$ cat src/rtl/alu_sel_pkg.sv
// Shared constants for the ALU operand-select block: Y86-64 instruction
// codes, ALU function codes and the stack-pointer adjustment constants.
package alu_sel_pkg;

   localparam int DATA_W = 64;

   // Y86-64 instruction codes
   localparam logic [3:0] I_HALT   = 4'h0;
   localparam logic [3:0] I_NOP    = 4'h1;
   localparam logic [3:0] I_RRMOVQ = 4'h2;
   localparam logic [3:0] I_IRMOVQ = 4'h3;
   localparam logic [3:0] I_RMMOVQ = 4'h4;
   localparam logic [3:0] I_MRMOVQ = 4'h5;
   localparam logic [3:0] I_OPQ    = 4'h6;
   localparam logic [3:0] I_JXX    = 4'h7;
   localparam logic [3:0] I_CALL   = 4'h8;
   localparam logic [3:0] I_RET    = 4'h9;
   localparam logic [3:0] I_PUSHQ  = 4'hA;
   localparam logic [3:0] I_POPQ   = 4'hB;
   localparam logic [3:0] I_IADDQ  = 4'hC;

   // ALU function codes
   localparam logic [1:0] ALU_ADD = 2'd0;
   localparam logic [1:0] ALU_SUB = 2'd1;
   localparam logic [1:0] ALU_AND = 2'd2;
   localparam logic [1:0] ALU_XOR = 2'd3;

   // Stack pointer adjustments: pop/ret grow by 8, push/call shrink by 8
   localparam logic [DATA_W-1:0] K_PLUS8  = 64'h0000_0000_0000_0008;
   localparam logic [DATA_W-1:0] K_MINUS8 = 64'hFFFF_FFFF_FFFF_FFF8;

endpackage

$ cat src/rtl/alu_sel_decode.sv
// Combinational operand/function selection for the Y86-64 execute stage.
// Optional feature macro: ALU_SEL_IADDQ_EN (adds iaddq, icode 0xC).
module alu_sel_decode
   import alu_sel_pkg::*;
(
   input  logic [3:0]        icode,
   input  logic [3:0]        ifun,
   input  logic [DATA_W-1:0] val_a,
   input  logic [DATA_W-1:0] val_b,
   input  logic [DATA_W-1:0] val_c,
   output logic [DATA_W-1:0] alu_a,
   output logic [DATA_W-1:0] alu_b,
   output logic [1:0]        alufun,
   output logic              sel_err
);

   // Select operands per instruction; unsupported encodings force all-zero operands
   always_comb begin
      alu_a   = '0;
      alu_b   = '0;
      alufun  = ALU_ADD;
      sel_err = 1'b0;
      case (icode)
         I_HALT, I_NOP, I_JXX: begin
            alu_a = '0;
         end
         I_RRMOVQ: begin
            alu_a = val_a;
         end
         I_IRMOVQ: begin
            alu_a = val_c;
         end
         I_RMMOVQ, I_MRMOVQ: begin
            alu_a = val_c;
            alu_b = val_b;
         end
         I_OPQ: begin
            if (ifun > {2'b00, ALU_XOR}) begin
               sel_err = 1'b1;
            end else begin
               alu_a  = val_a;
               alu_b  = val_b;
               alufun = ifun[1:0];
            end
         end
         I_CALL, I_PUSHQ: begin
            alu_a = K_MINUS8;
            alu_b = val_b;
         end
         I_RET, I_POPQ: begin
            alu_a = K_PLUS8;
            alu_b = val_b;
         end
`ifdef ALU_SEL_IADDQ_EN
         I_IADDQ: begin
            alu_a = val_c;
            alu_b = val_b;
         end
`endif
         default: begin
            sel_err = 1'b1;
         end
      endcase
   end

endmodule

$ cat src/rtl/alu_operand_select.sv
// ALU operand select: one-cycle registered wrapper around alu_sel_decode.
// Outputs hold their last result while in_valid is low; out_valid tracks
// in_valid with one cycle of latency.
// Optional feature macro: ALU_SEL_IADDQ_EN (adds iaddq, icode 0xC).
module alu_operand_select
   import alu_sel_pkg::*;
(
   input  logic              clk,
   input  logic              rst_n,
   input  logic              in_valid,
   input  logic [3:0]        icode,
   input  logic [3:0]        ifun,
   input  logic [DATA_W-1:0] valA,
   input  logic [DATA_W-1:0] valB,
   input  logic [DATA_W-1:0] valC,
   output logic              out_valid,
   output logic [DATA_W-1:0] aluA,
   output logic [DATA_W-1:0] aluB,
   output logic [1:0]        alufun,
   output logic              sel_err
);

   logic [DATA_W-1:0] dec_alu_a;
   logic [DATA_W-1:0] dec_alu_b;
   logic [1:0]        dec_alufun;
   logic              dec_sel_err;

   logic              out_valid_d, out_valid_q;
   logic [DATA_W-1:0] alu_a_d, alu_a_q;
   logic [DATA_W-1:0] alu_b_d, alu_b_q;
   logic [1:0]        alufun_d, alufun_q;
   logic              sel_err_d, sel_err_q;

   alu_sel_decode u_decode (
      .icode   (icode),
      .ifun    (ifun),
      .val_a   (valA),
      .val_b   (valB),
      .val_c   (valC),
      .alu_a   (dec_alu_a),
      .alu_b   (dec_alu_b),
      .alufun  (dec_alufun),
      .sel_err (dec_sel_err)
   );

   // Capture a new result only on valid input; otherwise keep the last one
   always_comb begin
      out_valid_d = in_valid;
      alu_a_d     = alu_a_q;
      alu_b_d     = alu_b_q;
      alufun_d    = alufun_q;
      sel_err_d   = sel_err_q;
      if (in_valid) begin
         alu_a_d   = dec_alu_a;
         alu_b_d   = dec_alu_b;
         alufun_d  = dec_alufun;
         sel_err_d = dec_sel_err;
      end
   end

   // Output registers; reset clears everything, discarding any in-flight result
   always_ff @(posedge clk or negedge rst_n) begin
      if (!rst_n) begin
         out_valid_q <= 1'b0;
         alu_a_q     <= '0;
         alu_b_q     <= '0;
         alufun_q    <= ALU_ADD;
         sel_err_q   <= 1'b0;
      end else begin
         out_valid_q <= out_valid_d;
         alu_a_q     <= alu_a_d;
         alu_b_q     <= alu_b_d;
         alufun_q    <= alufun_d;
         sel_err_q   <= sel_err_d;
      end
   end

   assign out_valid = out_valid_q;
   assign aluA      = alu_a_q;
   assign aluB      = alu_b_q;
   assign alufun    = alufun_q;
   assign sel_err   = sel_err_q;

endmodule

$ cat config.mk
export PLATFORM = sky130hd
export DESIGN_NAME = alu_operand_select
export DESIGN_NICKNAME = d
export VERILOG_FILES = /design/src/rtl/alu_sel_pkg.sv /design/src/rtl/alu_sel_decode.sv /design/src/rtl/alu_operand_select.sv
export SDC_FILE = /design/constraint.sdc
export NUM_CORES = 1
export LEC_CHECK = 0
export CAP_MARGIN = 10
export CORE_MARGIN = 4
export CORE_UTILIZATION = 35
export CTS_BUF_LIST = sky130_fd_sc_hd__clkbuf_2
export DETAILED_ROUTE_END_ITERATION = 8
export PLACE_DENSITY = 0.71
export SLEW_MARGIN = 30
export SYNTH_ARGS = -nofsm -noshare
export SYNTH_HDL_FRONTEND = slang
export SYNTH_SLANG_ARGS = --single-unit
$ cat constraint.sdc
create_clock -name clk -period 0.9 [get_ports clk]
set_input_delay 0.18 -clock clk [delete_from_list [all_inputs] [get_ports clk]]
set_output_delay 0.18 -clock clk [all_outputs]
set_load 0.005 [all_outputs]
==> results of run 1 <==
-- layer usage --
layer | routed length (um) | vias up | global-route usage (%) | share of wire (%)
met3 | 2230 | 39 | 7.44 | 8.2
met4 | 703 | 0 | 8.10 | 2.6
met1 | 10800 | 3565 | 27.7 | 40
met2 | 13400 | 281 | 38.9 | 49
met5 | 0 | - | 0 | 0
li1 | - | 3375 | - | -
-- power groups by stage --
stage	clock, W	combinational (W)	sequential, W
4_1_cts	0.00363	0.00409	0.00658
3_5_place_dp	0	0.00411	0.00670
2_1_floorplan	0	0.00142	0.00672
5_1_grt	0.00390	0.00472	0.00665
6_report	0.00346	0.00440	0.00660
3_3_place_gp	0	0.00406	0.00669
-- final cells by class --
type / count / share of cell area [%]
repair buffers: 513 / 36.3
multi-input cells: 470 / 32.4
flip-flops and latches: 132 / 26.8
well taps: 265 / 2.69
clock inverters: 14 / 1.06
clock buffers: 18 / 0.730
inverters: 1 / 0.0304
diodes: 1 / 0.0203
-- metrics by stage --
step                      worst slack (ns)  util (%)  hold WS [ns]  setup TNS (ns)
after floorplan                     -0.398         -        -0.116          -42.38
after global placement              -0.865      58.2         0.171         -126.20
after detailed placement            -0.906      58.2         0.167         -128.38
after CTS                           -0.663      60.0     0.0000350          -88.63
after global routing                -0.690      63.2       0.00599          -91.31
final                               -0.556      63.2         0.119          -68.90
-- placed cells by master (no fill, tap or decap), types with 45 or more instances in the layout --
cell type	instances
nor2b_4	45
nor2b_1	83
buf_2	121
clkdlybuf4s50_1	194
nor2_1	55
buf_4	114
dfrtp_1	132
mux2i_1	61
o21ai_0	64
a2bb2oi_1	61
-- cells by family after synthesis --
kind of cell           after synthesis  share of synthesized area, %
buffers and inverters               69                          5.01
AND/OR/NAND/NOR                    204                          16.5
AO/OA/AOI/OAI                      202                          21.9
multiplexers                        64                          9.20
flip-flops                         132                          47.4
-- worst max-delay path by stage --
stage / slack, ns / cells after the start / start / endpoint
after floorplan: -0.40 / 5 / icode[2] / aluB[53]
after global placement: -0.86 / 6 / icode[2] / aluA[51]
after detailed placement: -0.91 / 6 / icode[1] / aluA[58]
after CTS: -0.66 / 1 / aluA[2] / aluA[2]
after global routing: -0.69 / 1 / aluA[2] / aluA[2]
final: -0.56 / 1 / aluA[2] / aluA[2]
-- sequential cells by signal, summed over array words and instances, names as in the netlist --
signal and flops:
aluB 64, out_valid 1, sel_err 1, aluA 64
alufun 2
-- repair_timing --
item,CTS,global route
pin swaps,35,91
gates cloned,2,1
setup buffers,24,22
setup endpoints to repair,260,364
hold buffers,34,5
resized for setup,588,116
endpoints found under the hold margin,166,29
==> impl_metrics.env, run 1 <==
export IMPL_status="finished with violations"
export IMPL_violations="setup timing"
export IMPL_worst_r2r_endpoint="aluA[39]"
export IMPL_critPathSlowestCell="dfrtp_1"
export IMPL_crit_chain="buf_2"
export IMPL_power_density_nw_per_um2=1170
export IMPL_clkPwrFrac_pct=23.9
export IMPL_cts_buffer_depth=2
export IMPL_clock_latency_ns=0.65
export IMPL_antenna_found_initial=1
export IMPL_synth_warnings=0
export IMPL_synth_top_area_share_pct=47.4
export IMPL_fin_cells=1414
export IMPL_ys_flop_type="dfrtp_1"
export IMPL_critPathTopFamily="flip-flops"
export IMPL_drive_above_1_share_pct=37.2
export IMPL_synth_area_leader_cell="dfrtp_1"
export IMPL_grt_pass1_wl_um=40400
export IMPL_min_delay_path_depth=3
export IMPL_synth_area_leaders="dfrtp_1, nor2b_1, mux2i_1"
export IMPL_multiInputGateArea_um2=4000
export IMPL_combPwrFrac_pct=30.4
export IMPL_cp_num_buf_inv=1
export IMPL_slowest_delay_ns=0.47
export IMPL_grt_total_usage_pct=23.1
export IMPL_nFillCells=1633
export IMPL_syn_area_um2=6960
export IMPL_hold_class="in -> reg"
export IMPL_intPower_w=0.0100
export IMPL_synth_most_common_cell="dfrtp_1"
export IMPL_via_per_inst=5.13
export IMPL_nets=1338
export IMPL_fin_skew_ns=0
export IMPL_wirelength_um=27100
export IMPL_place_area_um2=11400
export IMPL_path_clk_slew_ns=0.24
export IMPL_grt_ovfl_total=0
export IMPL_sw_frac_of_total_pct=30.8
export IMPL_routedWlPerCell_um=19.2
export IMPL_ir_drop_mv=0.605
export IMPL_rr_worst_depth=4
export IMPL_hold_viol=0
export IMPL_p_switching_w=0.00446
export IMPL_cts_max_level=4
export IMPL_cp_required_ns=0.72
export IMPL_worst_setup_path_start_kind="flop"
export IMPL_worstReg2RegStart="aluA[39]"
export IMPL_die_x_um=149
export IMPL_drt_iter0_markers=319
export IMPL_io_buffers=334
export IMPL_io_pins=335
export IMPL_vias=7260
export IMPL_drv_cap=0
export IMPL_rows=51
export IMPL_synth_edf_count=0
export IMPL_grt_pass1_vias=7450
export IMPL_grt_max_degree=53
export IMPL_cts_root_buf="clkbuf_2"
export IMPL_detail_route_antenna_nets=0
export IMPL_r2r_slack_ns=-0.24
export IMPL_power_w=0.0145
export IMPL_worst_slack_ns=-0.556
export IMPL_worst_pin_slew_ns=0.439
export IMPL_drv_slew=0
export IMPL_relSlewSlack_pct=70.7
export IMPL_drc=0
export IMPL_layout_area_seq_um2=3300
export IMPL_ys_ff_latch=132
export IMPL_first_pass_iters=4
export IMPL_clock_fmax_mhz=687
export IMPL_ys_types=31
export IMPL_hpwl_um=17700
export IMPL_die_h_um=149
export IMPL_avgSynthCellArea_um2=10.4
export IMPL_post_place_cells=1309
export IMPL_syn_num_nets=874
export IMPL_numCtsBuffers=17
export IMPL_gp_congestion=0.820
export IMPL_cts_sinks=132
export IMPL_synthTopCellsByCount="dfrtp_1, nor2b_1, a2bb2oi_1, mux2i_1, o21ai_0"
export IMPL_fp_dieArea_um2=22200
export IMPL_core_area_um2=19500
export IMPL_synth_yosys_seq_area_share_pct=47.4
export IMPL_syn_inst=671
export IMPL_hold_start="valB[43]"
export IMPL_synthArstFlopShare_pct=100
export IMPL_worst_ep_arrival_time_ns=1.28
export IMPL_seq_power_share_pct=45.6
export IMPL_min_period_over_period_pct=162
export IMPL_rsz0062_at_grt="yes"
export IMPL_cts_tree="yes"
export IMPL_min_period_ns=1.46
export IMPL_design_area_um2=12300
export IMPL_hold_path_end="aluB[43]"
export IMPL_crit_type="reg -> out"
export IMPL_cp_end_kind="primary output"
export IMPL_start_util_pct=35.7
export IMPL_syn_to_final_growth_pct=77.2
export IMPL_leakage_nw=5.57
export IMPL_worstPathMaxFanout=2
export IMPL_setup_viol=211
Power figures use the tool's default switching activity.
==> run 2, diff against run 1 <==
GPL_ROUTABILITY_DRIVEN = 0   (was not set)
GPL_TIMING_DRIVEN = 0   (was not set)
==> run 2 against run 1 <==
Net effect: the flow finishes with violations (hold timing, setup timing); flip-flop and latch count stayed put; routed wire length is 0.95% higher; critical path depth stayed put; first-iteration DRC count is 6.0% higher; cell count is 1.7% lower; sequential power hardly changed; global-route usage hardly changed; fmax is 0.36% higher; non-clock buffer count is 26 lower; sequential share of layout area is 0.83 points higher; register-to-register slack worse by 0.07 ns; worst hold slack worse by 0.12 ns; largest cell class unchanged; largest power group unchanged.
==> impl_metrics.env, run 2 (synthesized netlist as in run 1, its figures left out) <==
export IMPL_grt_ovfl_total=0
export IMPL_io_pins=335
export IMPL_worst_slack_ns=-0.551
export IMPL_cts_buffer_depth=2
export IMPL_setup_viol=199
export IMPL_grt_pass1_wl_um=40000
export IMPL_hpwl_um=19000
export IMPL_drive_above_1_share_pct=35.5
export IMPL_cts_tree="yes"
export IMPL_drt_iter0_markers=338
export IMPL_die_x_um=149
export IMPL_core_area_um2=19500
export IMPL_cp_end_kind="primary output"
export IMPL_violations="hold timing, setup timing"
export IMPL_combPwrFrac_pct=28.5
export IMPL_first_pass_iters=5
export IMPL_setup_tns_ns=-73.21
export IMPL_cp_num_buf_inv=1
export IMPL_power_density_nw_per_um2=1240
export IMPL_holdWs_ns=-0.00549
export IMPL_fin_skew_ns=0
export IMPL_cts_sinks=132
export IMPL_min_period_ns=1.45
export IMPL_drt_met1_wl_um=10900
export IMPL_critPathTopFamily="flip-flops"
export IMPL_grt_total_usage_pct=23.0
export IMPL_nets=1312
export IMPL_routedWlPerCell_um=19.7
export IMPL_hold_viol=3
export IMPL_route_met3_wl_um=2410
export IMPL_leakage_nw=5.41
export IMPL_worst_pin_slew_ns=0.493
export IMPL_slowest_delay_ns=0.46
export IMPL_hold_class="in -> async"
export IMPL_min_period_over_period_pct=161
export IMPL_antenna_found_initial=3
export IMPL_fin_util_pct=61.3
export IMPL_clock_fmax_mhz=689
export IMPL_most_common_layout_cells="clkdlybuf4s50_1, dfrtp_1, buf_2"
export IMPL_top_layer="met4"
export IMPL_rows=51
export IMPL_relSlewSlack_pct=67.1
export IMPL_cp_required_ns=0.72
export IMPL_grt_max_degree=76
export IMPL_seq_power_share_pct=44.3
export IMPL_wl_met2_um=13300
export IMPL_via_per_inst=5.15
export IMPL_fp_dieArea_um2=22200
export IMPL_drv_slew=0
export IMPL_die_h_um=149
export IMPL_wirelength_um=27300
export IMPL_worst_ep_arrival_time_ns=1.27
export IMPL_clkPwrFrac_pct=27.2
export IMPL_syn_to_final_growth_pct=71.9
export IMPL_grt_pass1_vias=7130
export IMPL_start_util_pct=35.7
export IMPL_critPathSlowestCell="dfrtp_1"
export IMPL_p_switching_w=0.00448
export IMPL_drc=0
export IMPL_sw_frac_of_total_pct=30.1
export IMPL_path_clk_slew_ns=0.22
export IMPL_vias=7154
export IMPL_cts_root_buf="clkbuf_2"
export IMPL_numCtsBuffers=17
export IMPL_rsz0062_at_grt="yes"
export IMPL_worst_setup_path_start_kind="flop"
export IMPL_intPower_w=0.0104
export IMPL_crit_type="reg -> out"
export IMPL_worstPathMaxFanout=2
export IMPL_drv_cap=0
export IMPL_io_buffers=333
export IMPL_status="finished with violations"
export IMPL_crit_chain="buf_2"
export IMPL_cts_max_level=4
export IMPL_layout_cells_most_common="clkdlybuf4s50_1"
export IMPL_clock_latency_ns=0.66
export IMPL_ir_drop_mv=0.787
export IMPL_detail_route_antenna_nets=0
run 2: cell count changes in the layout (fill, tap and decap cells not counted), moves of 4 or more:
| cell | change |
|---|---|
| inv_6 | +4 |
| buf_2 | +5 |
| buf_6 | +5 |
| buf_8 | +9 |
| a311oi_2 | -5 |
| nor2b_4 | -6 |
| buf_4 | -57 |
| a311oi_1 | +5 |
| buf_12 | -10 |
| clkbuf_1 | +4 |
| nor2b_1 | +7 |
| clkbuf_2 | +24 |
| clkbuf_4 | +7 |
| dlygate4sd3_1 | -16 |
run 2: metrics by stage:
stage               total power [W]  std cells  cell area [um^2]  setup slack (ns)
global placement             0.0105       1269             10600             -5.90
global route                 0.0157       1389             12000            -0.677
detailed placement           0.0105       1270             10700             -1.50
CTS                          0.0146       1352             11200            -0.656
finish                       0.0149       1390             12000            -0.551
floorplan                   0.00815        671              6980            -0.398
run 2: final timing paths:
| kind | start | endpoint | slack (ns) | cells past startpoint |
|---|---|---|---|---|
| min | rst_n | aluB[19] | -0.005 | 2 |
| max reg2reg | aluA[5] | aluA[5] | -0.31 | 5 |
| max in group asynchronous | rst_n | aluA[16] | 0.15 | 3 |
| min reg2reg | aluB[0] | aluB[0] | 0.55 | 2 |
| min in group clk | icode[2] | aluA[3] | 0.04 | 4 |
| max | aluA[4] | aluA[4] | -0.55 | 1 |
run 2: power by group through the flow:
| stage | logic [W] | registers [W] | clock network [W] |
|---|---|---|---|
| 5_1_grt | 0.00457 | 0.00665 | 0.00444 |
| 3_5_place_dp | 0.00383 | 0.00670 | 0 |
| 4_1_cts | 0.00389 | 0.00658 | 0.00418 |
| 3_3_place_gp | 0.00379 | 0.00669 | 0 |
| 6_report | 0.00425 | 0.00660 | 0.00406 |
| 2_1_floorplan | 0.00142 | 0.00672 | 0 |
run 2: area by class of cell:
class | count | area [um^2]
clock inverters | 14 | 176
repair buffers | 420 | 3550
clock buffers | 17 | 85.1
fillers | 1684 | 7560
plain buffers | 67 | 583
well taps | 265 | 332
flip-flops and latches | 132 | 3300
diodes | 4 | 10.0
inverters | 1 | 3.75
multi-input cells | 470 | 3930
run 2: repair_timing:
item,in CTS,in global routing
resized for setup,648,133
pin swaps,26,81
buffers inserted,32,37
hold buffers,18,1
endpoints found under the setup margin,263,261
cloned,1,0
endpoints found under the hold margin,151,39
run 2: routing by layer:
layer | vias to the layer above | GRT usage (%)
met4 | 0 | 8.74
met2 | 334 | 37.7
li1 | 3325 | -
met3 | 43 | 6.93
met5 | - | 0
met1 | 3452 | 28.7
==> run 3, diff against run 2 <==
CORE_UTILIZATION = 40   (was 35)
PLACE_DENSITY = 0.8   (was 0.71)
SYNTH_HIERARCHICAL = 1   (was not set)
==> run 3 against run 2 <==
Net effect: the run still ends with hold timing, setup timing left; count of clock-buffer cells in the layout grew 1; die area shrank 15%; sequential power grew 4.1%; synthesized cell count shrank 33%.
==> impl_metrics.env, run 3 <==
export IMPL_numCtsBuffers=17
export IMPL_slowest_delay_ns=0.44
export IMPL_synth_warnings=6
export IMPL_synth_yosys_seq_area_share_pct=49.4
export IMPL_cts_hold_buf=5
export IMPL_first_pass_iters=4
export IMPL_worst_slack_ns=-0.554
export IMPL_clock_fmax_mhz=688
export IMPL_io_buffers=334
export IMPL_synth_area_leader_cell="dfrtp_1"
export IMPL_grt_pass1_wl_um=31600
export IMPL_cp_required_ns=0.72
export IMPL_core_area_um2=16500
export IMPL_fin_skew_ns=0
export IMPL_cp_num_buf_inv=1
export IMPL_grt_pass1_vias=5926
export IMPL_ys_flop_type="dfrtp_1"
export IMPL_io_pins=335
export IMPL_drive_above_1_share_pct=47.9
export IMPL_start_util_pct=40.6
export IMPL_die_x_um=137
export IMPL_grt_max_degree=71
export IMPL_ir_drop_mv=0.855
export IMPL_syn_to_final_growth_pct=64.0
export IMPL_hold_class="in -> async"
export IMPL_cts_root_buf="clkbuf_2"
export IMPL_critPathSlowestCell="dfrtp_1"
export IMPL_place_ws_ns=-1.40
export IMPL_setup_viol=200
export IMPL_status="finished with violations"
export IMPL_syn_num_nets=651
export IMPL_worst_ep_arrival_time_ns=1.27
export IMPL_antenna_found_initial=1
export IMPL_syn_area_um2=6690
export IMPL_vias=5540
export IMPL_crit_type="reg -> out"
export IMPL_synthTopCellsByCount="dfrtp_1, mux2_4, nor2b_1, a221o_1, mux2_2"
export IMPL_most_common_layout_cells="clkdlybuf4s50_1, buf_2, dfrtp_1"
export IMPL_cts_tree="yes"
export IMPL_hold_viol=8
export IMPL_worstReg2RegStart="aluB[51]"
export IMPL_drc=0
export IMPL_ys_types=21
export IMPL_via_per_inst=4.93
export IMPL_critPathTopFamily="flip-flops"
export IMPL_rows=47
export IMPL_min_period_over_period_pct=162
export IMPL_worst_pin_slew_ns=0.487
export IMPL_cts_buffer_depth=2
export IMPL_drv_cap=0
export IMPL_relSlewSlack_pct=67.5
export IMPL_syn_inst=448
export IMPL_hpwl_um=15900
export IMPL_avgSynthCellArea_um2=14.9
export IMPL_fp_dieArea_um2=18900
export IMPL_wirelength_um=21500
export IMPL_synth_edf_count=0
export IMPL_critPathLaunch="aluB[22]"
export IMPL_detail_route_antenna_nets=0
export IMPL_path_clk_slew_ns=0.22
export IMPL_ys_ff_latch=132
export IMPL_rsz0062_at_grt="yes"
export IMPL_nets=1093
export IMPL_nFillCells=1206
export IMPL_synth_area_leaders="dfrtp_1, mux2_4, a221o_1"
export IMPL_routedWlPerCell_um=19.2
export IMPL_synthArstFlopShare_pct=100
export IMPL_grt_total_usage_pct=21.9
export IMPL_holdWs_ns=-0.0132
export IMPL_crit_chain="buf_2"
export IMPL_grt_ovfl_total=0
export IMPL_layout_cells_most_common="clkdlybuf4s50_1"
export IMPL_leakage_nw=5.52
export IMPL_drv_slew=0
export IMPL_synth_top_area_share_pct=49.4
export IMPL_min_period_ns=1.45
export IMPL_drt_iter0_markers=146
export IMPL_die_h_um=137
export IMPL_worstPathMaxFanout=2
export IMPL_cts_max_level=4
export IMPL_clock_latency_ns=0.67
export IMPL_violations="hold timing, setup timing"
export IMPL_cp_end_kind="primary output"
export IMPL_synth_most_common_cell="dfrtp_1"
export IMPL_cts_sinks=132
export IMPL_worst_setup_path_start_kind="flop"
export IMPL_power_density_nw_per_um2=1380
-- run 3: cell count changes after synthesis, moves of 41 or more --
cell       previous run  this run
mux2_4                0        90
nor2b_1             131        65
a2bb2oi_1            64         0
mux2i_1              64         0
o21ai_0              64         0
a221o_1               0        61
a311oi_1             61         0
nor2_1               55         2
mux2_2                0        41
-- run 3: what timing repair did --
| action | in CTS | in global routing |
|---|---|---|
| endpoints found under the hold margin | 134 | 60 |
| resized for setup | 560 | 57 |
| endpoints found under the setup margin | 260 | 198 |
| pin swaps | 7 | 6 |
| setup buffers | 65 | 37 |
-- run 3: layout make-up --
class	instances	area, um^2	area share, %
clock buffers	18	90.1	0.821
multi-input cells	276	3140	28.6
repair buffers	424	3610	32.9
diodes	1	2.50	0.0228
plain buffers	39	394	3.59
flip-flops and latches	132	3300	30.1
well taps	220	275	2.51
clock inverters	13	160	1.46
-- run 3: worst paths after layout --
kind	to	slack, ns	cells after the start
max	aluB[22]	-0.55	1
min	aluB[58]	-0.01	2
max reg2reg	aluB[51]	-0.11	3
min reg2reg	aluB[63]	0.52	1
max in group asynchronous	aluB[12]	0.18	3
min in group clk	sel_err	0.04	5
-- run 3: cell families after synthesis --
group           Yosys count  synth area share (%)
compound gates           69                  10.2
buf+inv                  40                  5.85
simple gates             76                  7.46
mux                     131                  27.1
flops                   132                  49.4
-- run 3: metal layers --
layer / GRT usage, % / share of wire [%]
met1: 25.7 / 40
met2: 39.3 / 52
met3: 5.22 / 6.3
met4: 7.26 / 2.2
met5: 0 / 0
-- run 3: through the flow --
step	cell area (um^2)	setup TNS (ns)	std cells	util [%]	power (W)
CTS	10600	-80.84	1103	64.6	0.0150
global placement	10400	-860.78	1002	63.4	0.0112
floorplan	6810	-46.78	448	-	0.00864
global route	11000	-85.76	1123	66.6	0.0159
detailed placement	10500	-168.98	1003	63.6	0.0113
finish	11000	-69.24	1123	66.6	0.0151
-- run 3: report_power, final --
part / switching (W) / internal [W]
registers: 0.000368 / 0.00651
clock network: 0.00224 / 0.00154
logic: 0.00150 / 0.00299
total: 0.00411 / 0.0110
